===== config.mk =====
export PLATFORM = sky130hd
export DESIGN_NAME = clk_period_meter
export DESIGN_NICKNAME = d
export VERILOG_FILES = /design/src/rtl/clk_period_meter.sv
export SDC_FILE = /design/constraint.sdc
export NUM_CORES = 1
export LEC_CHECK = 0
export CAP_MARGIN = 20
export CORE_ASPECT_RATIO = 1.75
export CORE_UTILIZATION = 40
export CTS_BUF_LIST = sky130_fd_sc_hd__clkbuf_4 sky130_fd_sc_hd__clkbuf_8 sky130_fd_sc_hd__clkbuf_16
export DETAILED_ROUTE_END_ITERATION = 16
export SYNTH_ARGS = -nofsm -noshare
export SYNTH_HDL_FRONTEND = slang
export SYNTH_SLANG_ARGS = --single-unit

===== constraint.sdc =====
create_clock -name clock_undivided -period 7.6 [get_ports clock_undivided]
set_input_delay 1.52 -clock clock_undivided [delete_from_list [all_inputs] [get_ports clock_undivided]]
set_output_delay 1.52 -clock clock_undivided [all_outputs]
set_load 0.01 [all_outputs]

===== src/rtl/clk_period_meter.sv =====
// clk_period_meter: measures the period and high time of a slow asynchronous
// input in cycles of clock_undivided. Each accepted measurement is reported
// with a one-cycle period_valid strobe. Intervals shorter than MIN_PERIOD are
// treated as glitches, and a missing edge for TIMEOUT cycles aborts the
// measurement.
module clk_period_meter #(
   parameter int SYNC_STAGES = 2,
   parameter int CNT_W       = 24,
   parameter int TIMEOUT     = 10000000,
   parameter int MIN_PERIOD  = 4
) (
   input  logic             clock_undivided,
   input  logic             reset,
   input  logic             sig_in,
   input  logic             enable,
   output logic [CNT_W-1:0] period,
   output logic [CNT_W-1:0] high_time,
   output logic             period_valid,
   output logic             timeout,
   output logic [15:0]      edge_count,
   output logic             busy
);

   typedef enum logic [1:0] {
      IDLE    = 2'd0,
      ARM     = 2'd1,
      MEASURE = 2'd2
   } state_t;

   localparam logic [CNT_W-1:0] TIMEOUT_C = CNT_W'(TIMEOUT);
   localparam logic [CNT_W-1:0] MIN_C     = CNT_W'(MIN_PERIOD);
   localparam logic [CNT_W-1:0] ONE_C     = CNT_W'(1);

   state_t                 state_q, state_d;
   logic [SYNC_STAGES-1:0] sync_q, sync_d;
   logic                   sdly_q, sdly_d;
   logic [CNT_W-1:0]       cnt_q, cnt_d;
   logic [CNT_W-1:0]       hlat_q, hlat_d;
   logic [CNT_W-1:0]       period_q, period_d;
   logic [CNT_W-1:0]       high_q, high_d;
   logic                   vld_q, vld_d;
   logic                   to_q, to_d;
   logic [15:0]            ecnt_q, ecnt_d;

   logic                   s;
   logic                   rise;
   logic                   fall;

   // Synchronizer shift and one-cycle delay of the synchronized level for edge detection
   always_comb begin
      sync_d = {sync_q[SYNC_STAGES-2:0], sig_in};
      s      = sync_q[SYNC_STAGES-1];
      sdly_d = s;
      rise   = s & ~sdly_q;
      fall   = ~s & sdly_q;
   end

   // Next-state and measurement datapath; enable low overrides everything, including a rise
   always_comb begin
      state_d  = state_q;
      cnt_d    = cnt_q;
      hlat_d   = hlat_q;
      period_d = period_q;
      high_d   = high_q;
      vld_d    = 1'b0;
      to_d     = to_q;
      ecnt_d   = ecnt_q;
      if (!enable) begin
         state_d = IDLE;
         cnt_d   = '0;
         to_d    = 1'b0;
      end else begin
         case (state_q)
            IDLE: begin
               cnt_d   = '0;
               state_d = ARM;
            end
            ARM: begin
               if (rise) begin
                  cnt_d   = ONE_C;
                  state_d = MEASURE;
               end
            end
            MEASURE: begin
               // counter equals cycles since the last rise, so it is the high time at a fall
               if (fall) begin
                  hlat_d = cnt_q;
               end
               if (rise) begin
                  if (cnt_q >= MIN_C) begin
                     period_d = cnt_q;
                     high_d   = hlat_q;
                     vld_d    = 1'b1;
                     ecnt_d   = ecnt_q + 16'd1;
                     to_d     = 1'b0;
                  end
                  // a rejected glitch still restarts timing from this edge
                  cnt_d = ONE_C;
               end else if (cnt_q == TIMEOUT_C) begin
                  to_d    = 1'b1;
                  cnt_d   = '0;
                  state_d = ARM;
               end else begin
                  cnt_d = cnt_q + ONE_C;
               end
            end
            default: begin
               state_d = IDLE;
               cnt_d   = '0;
            end
         endcase
      end
   end

   // State and data registers with asynchronous clear
   always_ff @(posedge clock_undivided or posedge reset) begin
      if (reset) begin
         state_q  <= IDLE;
         sync_q   <= '0;
         sdly_q   <= 1'b0;
         cnt_q    <= '0;
         hlat_q   <= '0;
         period_q <= '0;
         high_q   <= '0;
         vld_q    <= 1'b0;
         to_q     <= 1'b0;
         ecnt_q   <= '0;
      end else begin
         state_q  <= state_d;
         sync_q   <= sync_d;
         sdly_q   <= sdly_d;
         cnt_q    <= cnt_d;
         hlat_q   <= hlat_d;
         period_q <= period_d;
         high_q   <= high_d;
         vld_q    <= vld_d;
         to_q     <= to_d;
         ecnt_q   <= ecnt_d;
      end
   end

   assign period       = period_q;
   assign high_time    = high_q;
   assign period_valid = vld_q;
   assign timeout      = to_q;
   assign edge_count   = ecnt_q;
   assign busy         = (state_q == MEASURE);

endmodule


==> results.py, run 1 <==
metrics = {
    "outcome": {
        "status": "complete, no violations",
    },
    "synthesis": {
        "synth_fp_nets": 544,
        "ys_seq_area_share_pct": 57.3,
        "netlist_instances": 535,
        "syn_area_mm2": 0.00519,
        "synth_area_per_cell_um2": 9.71,
        "synth_edf_count": 0,
        "yosys.cell_types.count": 46,
        "synth.ff_latch_count": 119,
        "yosysWarnings": 0,
        "synth_async_sr_flop_share_pct": 100,
        "synth_ff_type": "dfrtp_1",
    },
    "clock_tree": {
        "clk_latency_ns": 0.41,
        "postCtsResizedCells": 0,
        "cts_buffer_depth": 2,
        "postCtsSetupRepairBufs": 0,
        "cts_buffers": 17,
        "clock-sinks": 119,
        "root_buffer": "clkbuf_16",
        "ctsHtreeMaxLevel": 4,
        "clk_pin_slew_ns": 0.06,
        "cts_tree": "yes",
        "cts_hold_buf": 0,
    },
    "final_layout": {
        "stdcell_area_mm2": 0.00668,
        "register_area_mm2": 0.00298,
        "final_common_cell": "nand2_1",
        "final_nets": 608,
        "syn_to_final_growth_pct": 28.5,
        "post-route-util_pct": 53.1,
        "layout-drive-gt1-share_pct": 8.67,
        "final_cell_mix": "nand2_1, dfrtp_1, clkdlybuf4s50_1",
        "antenna_cells": 0,
        "fillCellCount": 1165,
        "multi_input_area_mm2": 0.00201,
    },
    "sta": {
        "skew_ns": 0.00937,
        "finalCritPeriodShare_pct": 47.4,
        "timing.hold.ws_ns": 0.356,
        "rsz0062_at_grt": "false",
        "worst_pin_slew_ns": 0.931,
        "setup_violations": 0,
        "slew-limit-headroom_pct": 37.9,
        "fin_crit_ns": 3.60,
        "hold_violations": 0,
        "drv_slew": 0,
        "fmaxAchievable_mhz": 278,
        "tns_ns": 0,
    },
    "critical_path": {
        "arrival_ns": 3.89,
        "critPathMaxFanout": 69,
        "worstSetupPathType": "input port to flop",
        "cp.required_ns": 7.89,
        "crit_slowest_cell": "clkdlybuf4s50_1",
        "startpoint_type": "input port",
        "worstPathCellList": "clkdlybuf4s50_1, nand2_1, a211o_2, buf_4, inv_1, buf_16, nand4_1, xnor2_1",
        "cp.buffers_inverters": 4,
        "cpPeakStageDelay_ns": 0.66,
        "cp-end-kind": "flop",
        "crit_family": "buffers and inverters",
    },
    "floorplan": {
        "num_rows": 54,
        "core_area_mm2": 0.0126,
        "ios": 71,
        "die_area_mm2": 0.0135,
        "die_x_um": 88.1,
        "fp.dieH_um": 153,
        "initial_core_util_pct": 41.3,
    },
    "placed_design": {
        "port_buffers": 70,
        "dp_hpwl_um": 8330,
        "place_area_mm2": 0.00601,
        "place_congestion": 0.885,
    },
    "routing": {
        "remaining_drc_errors": 0,
        "detail-route-antenna-nets": 0,
        "drtPass1Iterations": 4,
        "dr_total_vias": 4012,
        "vias_per_cell": 5.15,
        "wl_per_cell_um": 15.8,
        "drt_iter0_markers": 282,
        "wirelength_um": 12300,
    },
    "pwr": {
        "power-per-cell-area_mw_per_mm2": 233,
        "totalPowerFinal_mw": 1.56,
        "pwr-share-clk_pct": 55.8,
        "p_switching_mw": 0.314,
        "comb_power_share_pct": 3.1,
        "sw_frac_of_total_pct": 20.1,
        "intPower_mw": 1.24,
        "vdd_drop_max_v": 0.000141,
        "p_leak_nw": 3.07,
        "seqPwrFrac_pct": 41.1,
    },
    "global_routing": {
        "grt_pass1_wl_um": 20700,
        "grt_pass1_vias": 4014,
        "overflow": 0,
        "grt_usage_pct": 20.2,
        "grt_max_degree": 76,
        "antenna_found_initial": 0,
    },
    "min_path": {
        "hold_path.class": "flop to flop",
    },
    "flow_run": {
        "max-cap-violations": 0,
    },
}
==> synthesized netlist by cell type, types with 2 or more instances <==
cell type | count | area (um2)
nand4b_1 | 2 | 17.5
xor2_1 | 5 | 43.8
and4_1 | 8 | 70.1
nand2b_1 | 2 | 12.5
o2bb2ai_1 | 6 | 52.6
and3_1 | 11 | 68.8
a21o_1 | 2 | 15.0
nand3_1 | 18 | 90.1
clkbuf_1 | 14 | 52.6
nand4_1 | 10 | 62.6
xnor2_1 | 10 | 87.6
or3_1 | 2 | 12.5
nor4_1 | 4 | 25.0
buf_6 | 3 | 33.8
a31oi_1 | 6 | 37.5
dfrtp_1 | 119 | 2980
nor3_1 | 2 | 10.0
inv_1 | 21 | 78.8
mux2_2 | 8 | 90.1
nand2_1 | 154 | 578
buf_2 | 9 | 45.0
a21boi_0 | 2 | 15.0
mux2i_1 | 2 | 20.0
nor2_1 | 17 | 63.8
ha_1 | 5 | 62.6
o21ai_0 | 44 | 220
or4_1 | 9 | 67.6
a21oi_1 | 14 | 70.1
nor2b_1 | 3 | 18.8
buf_1 | 4 | 15.0
a22o_1 | 4 | 35.0
==> layer usage <==
layer | vias to the layer above | share of wire (%) | GRT usage, % | wire length (um)
met3 | 14 | 3.1 | 5.09 | 385
met4 | 0 | 1.7 | 7.83 | 204
met5 | - | 0 | 0 | 0
li1 | 1951 | - | - | -
met1 | 1950 | 44 | 25.5 | 5390
met2 | 97 | 51 | 32.8 | 6330
==> power by group through the flow <==
stage / sequential (mW) / clock (mW) / combinational [mW]
final: 0.639 / 0.868 / 0.0490
after global placement: 0.650 / 0 / 0.0487
after floorplan: 0.650 / 0 / 0.0355
after CTS: 0.639 / 0.881 / 0.0501
after global routing: 0.639 / 0.913 / 0.0553
after detailed placement: 0.650 / 0 / 0.0499
==> per-stage QoR <==
stage / setup WS, ns / cells
3_5_place_dp: 3.06 / 747
3_3_place_gp: 3.15 / 747
2_1_floorplan: 2.92 / 535
6_report: 4.00 / 779
5_1_grt: 3.86 / 779
4_1_cts: 3.50 / 778
==> cell families after synthesis <==
kind of cell	Yosys count	synth area share [%]
fa+ha+maj	5	1.20
flops	119	57.3
compound gates	87	10.2
buf+inv	51	4.34
mux	10	2.12
simple gates	248	22.3
xor+xnor	15	2.53
==> registers in the layout, indices dropped and copies added (netlist names) <==
register,flops
cnt_q,24
edge_count,16
high_time,24
hlat_q,24
period,24
period_valid,1
sdly_q,1
state_q,2
sync_q,2
timeout,1
==> final timing paths <==
path                                      start                          to  slack [ns]  cells after the start
hold / removal              sync_q[0]$_DFF_PP0_         sync_q[1]$_DFF_PP0_        0.36                      0
setup reg to reg           cnt_q[4]$_DFFE_PP0P_  edge_count[14]$_DFFE_PP0P_        4.76                      8
max in group asynchronous                 reset       hlat_q[6]$_DFFE_PP0P_        4.71                      3
min in group asynchronous                 reset   high_time[16]$_DFFE_PP0P_        1.53                      2
hold reg to reg             sync_q[0]$_DFF_PP0_         sync_q[1]$_DFF_PP0_        0.36                      0
setup / recovery                         enable  edge_count[14]$_DFFE_PP0P_        4.00                      8
==> layout make-up <==
type	instances	share of cell area [%]
sequential	119	44.6
multi-input combinational	365	30.0
timing repair buffer	75	11.4
clock buffer	24	7.53
tap	168	3.15
clock inverter	7	2.12
inverter	21	1.22
Note: power is estimated with default switching activity, not from simulation.
==> inputs of run 2 (changes only) <==
clock period = 3.28 ns   (was 7.6 ns; I/O delays follow)
==> run 2 against run 1 <==
  * Register-to-register slack got worse by 4.1 ns
  * Clock power grew 110%
  * Utilization fell by 0.29 points
  * Largest cell class unchanged
==> results.py, run 2 (synthesized netlist as in run 1, its figures left out) <==
metrics = {
    "placed_design": {
        "place_congestion": 0.827,
        "place_area_mm2": 0.00606,
        "dp_hpwl_um": 8770,
        "port_buffers": 70,
    },
    "final_layout": {
        "layout-drive-gt1-share_pct": 9.56,
        "final_nets": 613,
        "antenna_cells": 0,
        "stdcell_area_mm2": 0.00664,
        "final_cell_mix": "nand2_1, dfrtp_1, clkdlybuf4s50_1",
        "multi_input_area_mm2": 0.00201,
        "syn_to_final_growth_pct": 27.8,
        "final_common_cell": "nand2_1",
        "fillCellCount": 1203,
        "register_area_mm2": 0.00298,
    },
    "clock_tree": {
        "postCtsResizedCells": 0,
        "cts_buffer_depth": 2,
        "clk_pin_slew_ns": 0.05,
        "cts_hold_buf": 0,
        "cts_buffers": 17,
        "ctsHtreeMaxLevel": 4,
        "root_buffer": "clkbuf_16",
        "clock-sinks": 119,
        "postCtsSetupRepairBufs": 0,
        "clk_latency_ns": 0.41,
        "cts_tree": "yes",
    },
    "pwr": {
        "vdd_drop_max_v": 0.000360,
        "power-per-cell-area_mw_per_mm2": 511,
        "p_leak_nw": 3.06,
    },
    "flow_run": {
        "max-cap-violations": 0,
    },
    "routing": {
        "dr_total_vias": 4105,
        "drt_iter0_markers": 205,
        "drtPass1Iterations": 4,
        "detail-route-antenna-nets": 0,
        "wirelength_um": 12300,
        "wl_per_cell_um": 15.7,
        "remaining_drc_errors": 0,
        "vias_per_cell": 5.23,
    },
    "sta": {
        "setup_violations": 0,
        "finalCritPeriodShare_pct": 78.6,
        "worst_pin_slew_ns": 0.614,
        "drv_slew": 0,
        "fin_crit_ns": 2.58,
        "slew-limit-headroom_pct": 59.0,
        "tns_ns": 0,
        "skew_ns": 0.0102,
        "rsz0062_at_grt": "false",
        "fmaxAchievable_mhz": 388,
        "hold_violations": 0,
    },
    "global_routing": {
        "grt_usage_pct": 20.7,
        "grt_max_degree": 68,
        "grt_pass1_wl_um": 21300,
        "grt_pass1_vias": 4197,
        "overflow": 0,
        "antenna_found_initial": 0,
    },
    "floorplan": {
        "core_area_mm2": 0.0126,
        "ios": 71,
        "initial_core_util_pct": 41.3,
        "fp.dieH_um": 153,
        "die_x_um": 88.1,
        "num_rows": 54,
        "die_area_mm2": 0.0135,
    },
    "critical_path": {
        "crit_slowest_cell": "or4_4",
        "startpoint_type": "flop",
        "rr_worst_depth": 6,
        "worstSetupPathType": "flop to flop",
        "cpPeakStageDelay_ns": 0.59,
        "cp.required_ns": 3.56,
        "rr_startpoint": "cnt_q[4]$_DFFE_PP0P_",
        "crit_path_end": "edge_count[12]$_DFFE_PP0P_",
        "critPathMaxFanout": 48,
        "worstPathCellList": "or4_4, nor2_1, a211o_2, buf_4, nor2_1, xor2_1",
        "r2r_setup_slack_ns": 0.70,
        "cpMostUsedCell": "nor2_1",
        "arrival_ns": 2.86,
        "cp-end-kind": "flop",
        "rr_endpoint": "edge_count[12]$_DFFE_PP0P_",
        "crit_path_start": "cnt_q[4]$_DFFE_PP0P_",
    },
    "min_path": {
        "hold_path.class": "flop to flop",
        "holdCritStartpoint": "sync_q[0]$_DFF_PP0_",
    },
    "outcome": {
        "status": "complete, no violations",
    },
}
[run 2: cell count changes in the layout (fill, tap and decap cells not counted), sizes merged]
cell | before | now
buf | 5 | 10
clkbuf | 24 | 19
clkinv | 2 | 7
clkinvlp | 1 | 4
bufinv | 4 | 2
[run 2: power by group]
group          total, mW  leakage [nW]  internal [mW]  switching [mW]
Sequential          1.48          1.65           1.48         0.00527
Clock               1.79         0.282           1.14           0.651
Combinational      0.121          1.12         0.0352          0.0855
[run 2: cell type report]
cell class              count  share of cell area (%)
clock inverters            13                    1.96
flip-flops and latches    119                    44.8
repair buffers             80                    11.9
inverters                  21                    1.24
multi-input cells         365                    30.2
clock buffers              19                    6.73
well taps                 168                    3.17
[run 2: worst min-delay path by stage]
stage / to / cells past startpoint
after global placement: sync_q[1]$_DFF_PP0_ / 0
after floorplan: sync_q[1]$_DFF_PP0_ / 0
after global routing: sync_q[1]$_DFF_PP0_ / 0
final: sync_q[1]$_DFF_PP0_ / 0
after detailed placement: sync_q[1]$_DFF_PP0_ / 0
after CTS: sync_q[1]$_DFF_PP0_ / 0
[run 2: metrics by stage]
stage	total power, mW	cells	util, %	hold WS, ns	setup slack [ns]
after floorplan	1.59	535	-	0.331	1.13
after global placement	1.63	753	48.3	0.341	0.517
after detailed placement	1.63	753	48.3	0.338	0.462
after CTS	3.43	785	52.8	0.356	0.694
after global routing	3.51	785	52.8	0.369	0.505
final	3.39	785	52.8	0.353	0.703
[run 2: layer usage]
layer	global-route usage, %	up-vias	share of wire, %
li1	-	1971	-
met1	25.3	2015	43
met2	34.8	94	52
met3	3.95	25	3.3
met4	8.76	0	2.4
met5	0	-	0
[run 2: critical path: cells and delay by family, from the launching register on]
family | cells | cell delay, ns
buffers and inverters | 1 | 0.48
xor gates and xnor gates | 1 | 0.16
AOI/OAI and AO/OA | 1 | 0.41
DFF | 1 | 0.47
and+or+nand+nor | 3 | 0.90
==> inputs of run 3 (changes only) <==
clock period = 2.1 ns   (was 3.28 ns; I/O delays follow)
==> run 3 against run 2 <==
  * The run now ends with negative setup slack left
  * First-iteration DRC count grew 21%
  * Cell area grew 11%
  * Global-route usage rose by 0.93 points
  * Worst setup slack got worse by 0.79 ns
  * Routed wire length increased by 9.7%
  * Non-clock buffer count increased by 51
  * Worst hold slack got worse by 0.0034 ns
  * Clock skew is 0.0024 ns higher
  * Critical path depth is 1 higher
  * Sequential power increased by 56%
  * Largest cell class unchanged
==> results.py, run 3 (synthesized netlist as in run 1, its figures left out) <==
metrics = {
    "sta": {
        "setup_violations": 13,
        "worst_slack_ns": -0.0868,
        "worst_pin_slew_ns": 0.707,
        "hold_violations": 0,
        "skew_ns": 0.0126,
        "fin_crit_ns": 2.19,
        "tns_ns": -0.407,
        "finalCritPeriodShare_pct": 104,
        "slew-limit-headroom_pct": 52.8,
        "drv_slew": 0,
        "fmaxAchievable_mhz": 457,
        "rsz0062_at_grt": "true",
    },
    "final_layout": {
        "final_cell_mix": "nand2_1, dfrtp_1, clkdlybuf4s50_1",
        "finalNonFillerCells": 837,
        "fillCellCount": 1094,
        "final_nets": 665,
        "stdcell_area_mm2": 0.00740,
        "antenna_cells": 0,
        "syn_to_final_growth_pct": 42.4,
        "final_common_cell": "nand2_1",
        "layout-drive-gt1-share_pct": 22.7,
    },
    "pwr": {
        "totalPowerFinal_mw": 5.52,
        "p_leak_nw": 3.42,
        "power-per-cell-area_mw_per_mm2": 747,
        "vdd_drop_max_v": 0.000703,
    },
    "min_path": {
        "hold_end": "sync_q[1]$_DFF_PP0_",
        "hold_depth": 0,
        "hold_path.class": "flop to flop",
        "holdCritStartpoint": "sync_q[0]$_DFF_PP0_",
    },
    "floorplan": {
        "initial_core_util_pct": 41.3,
        "core_area_mm2": 0.0126,
        "fp.dieH_um": 153,
        "die_x_um": 88.1,
        "die_area_mm2": 0.0135,
        "num_rows": 54,
        "ios": 71,
    },
    "routing": {
        "vias_per_cell": 5.19,
        "wirelength_um": 13500,
        "wl_per_cell_um": 16.1,
        "drtPass1Iterations": 5,
        "detail-route-antenna-nets": 0,
        "remaining_drc_errors": 0,
        "dr_total_vias": 4348,
        "drt_iter0_markers": 248,
    },
    "clock_tree": {
        "cts_hold_buf": 0,
        "clock-sinks": 119,
        "clk_latency_ns": 0.41,
        "ctsHtreeMaxLevel": 4,
        "cts_buffers": 17,
        "cts_tree": "yes",
        "cts_buffer_depth": 2,
        "clk_pin_slew_ns": 0.06,
        "root_buffer": "clkbuf_16",
    },
    "global_routing": {
        "grt_pass1_vias": 4463,
        "grt_pass1_wl_um": 22400,
        "grt_usage_pct": 21.6,
        "antenna_found_initial": 0,
        "grt_max_degree": 78,
        "overflow": 0,
    },
    "critical_path": {
        "rr_startpoint": "cnt_q[17]$_DFFE_PP0P_",
        "critPathMaxFanout": 4,
        "r2r_setup_slack_ns": -0.09,
        "cp-end-kind": "flop",
        "rr_endpoint": "cnt_q[14]$_DFFE_PP0P_",
        "arrival_ns": 2.48,
        "startpoint_type": "flop",
        "cp.required_ns": 2.39,
        "worstSetupPathType": "flop to flop",
        "rr_worst_depth": 7,
    },
    "placed_design": {
        "port_buffers": 70,
        "dp_hpwl_um": 9750,
        "place_area_mm2": 0.00651,
        "dp_cells": 800,
        "place_congestion": 0.982,
    },
    "outcome": {
        "violations": "negative setup slack",
        "status": "finished with violations",
    },
    "flow_run": {
        "max-cap-violations": 0,
    },
}
## run 3: metrics by stage
stage / worst slack, ns / utilization [%] / hold WS (ns)
global route: -0.161 / 58.9 / 0.364
global placement: -0.0660 / 51.8 / 0.338
finish: -0.0868 / 58.9 / 0.349
floorplan: -0.000147 / - / 0.331
CTS: -0.0740 / 57.0 / 0.354
detailed placement: -0.104 / 51.8 / 0.341
## run 3: cell type report
cell class                 instances  area [um2]  share of cell area, %
clock inverter                    14         174                   2.35
inverter                          21        82.6                   1.12
clock buffer                      18         439                   5.94
multi-input combinational        366        2230                   30.1
timing repair buffer             131        1290                   17.4
tap                              168         210                   2.84
sequential                       119        2980                   40.3
## run 3: worst max path at each step
stage,start,to,slack (ns),depth (start not counted)
after floorplan,cnt_q[17]$_DFFE_PP0P_,cnt_q[2]$_DFFE_PP0P_,-0.0001,7
after global placement,enable,cnt_q[22]$_DFFE_PP0P_,-0.07,6
after detailed placement,enable,cnt_q[22]$_DFFE_PP0P_,-0.10,6
after CTS,cnt_q[0]$_DFFE_PP0P_,cnt_q[22]$_DFFE_PP0P_,-0.07,8
after global routing,cnt_q[17]$_DFFE_PP0P_,cnt_q[14]$_DFFE_PP0P_,-0.16,7
final,cnt_q[17]$_DFFE_PP0P_,cnt_q[14]$_DFFE_PP0P_,-0.09,7
## run 3: critical path, cell delays in order, from the launching register on
cell       delay [ns]
dfrtp_1          0.37
or4_4            0.55
nor4_4           0.31
buf_4            0.17
a2111oi_4        0.07
buf_4            0.19
and3_4           0.16
a221o_1          0.25
## run 3: repair_timing
item / 4_1_cts / 5_1_grt
gates cloned: 0 / 1
buffers inserted: 1 / 3
pin swaps: 6 / 18
hold endpoints to repair: 0 / 0
gates resized for setup: 6 / 57
setup endpoints to repair: 19 / 55
## run 3: where the power goes
| group | total [mW] | leakage (nW) | switching (mW) | internal [mW] |
|---|---|---|---|---|
| clock | 2.96 | 0.301 | 1.05 | 1.91 |
| combinational | 0.252 | 1.47 | 0.163 | 0.0892 |
| sequential | 2.31 | 1.65 | 0.00764 | 2.30 |
| total | 5.52 | 3.42 | 1.22 | 4.30 |
## run 3: metal layers
| layer | up-vias | part of all wire [%] | GRT usage (%) |
|---|---|---|---|
| met5 | - | 0 | 0 |
| met4 | 0 | 2.1 | 9.98 |
| met3 | 26 | 3.9 | 3.41 |
| met2 | 144 | 53 | 36.2 |
| met1 | 2107 | 41 | 26.7 |
| li1 | 2071 | - | - |
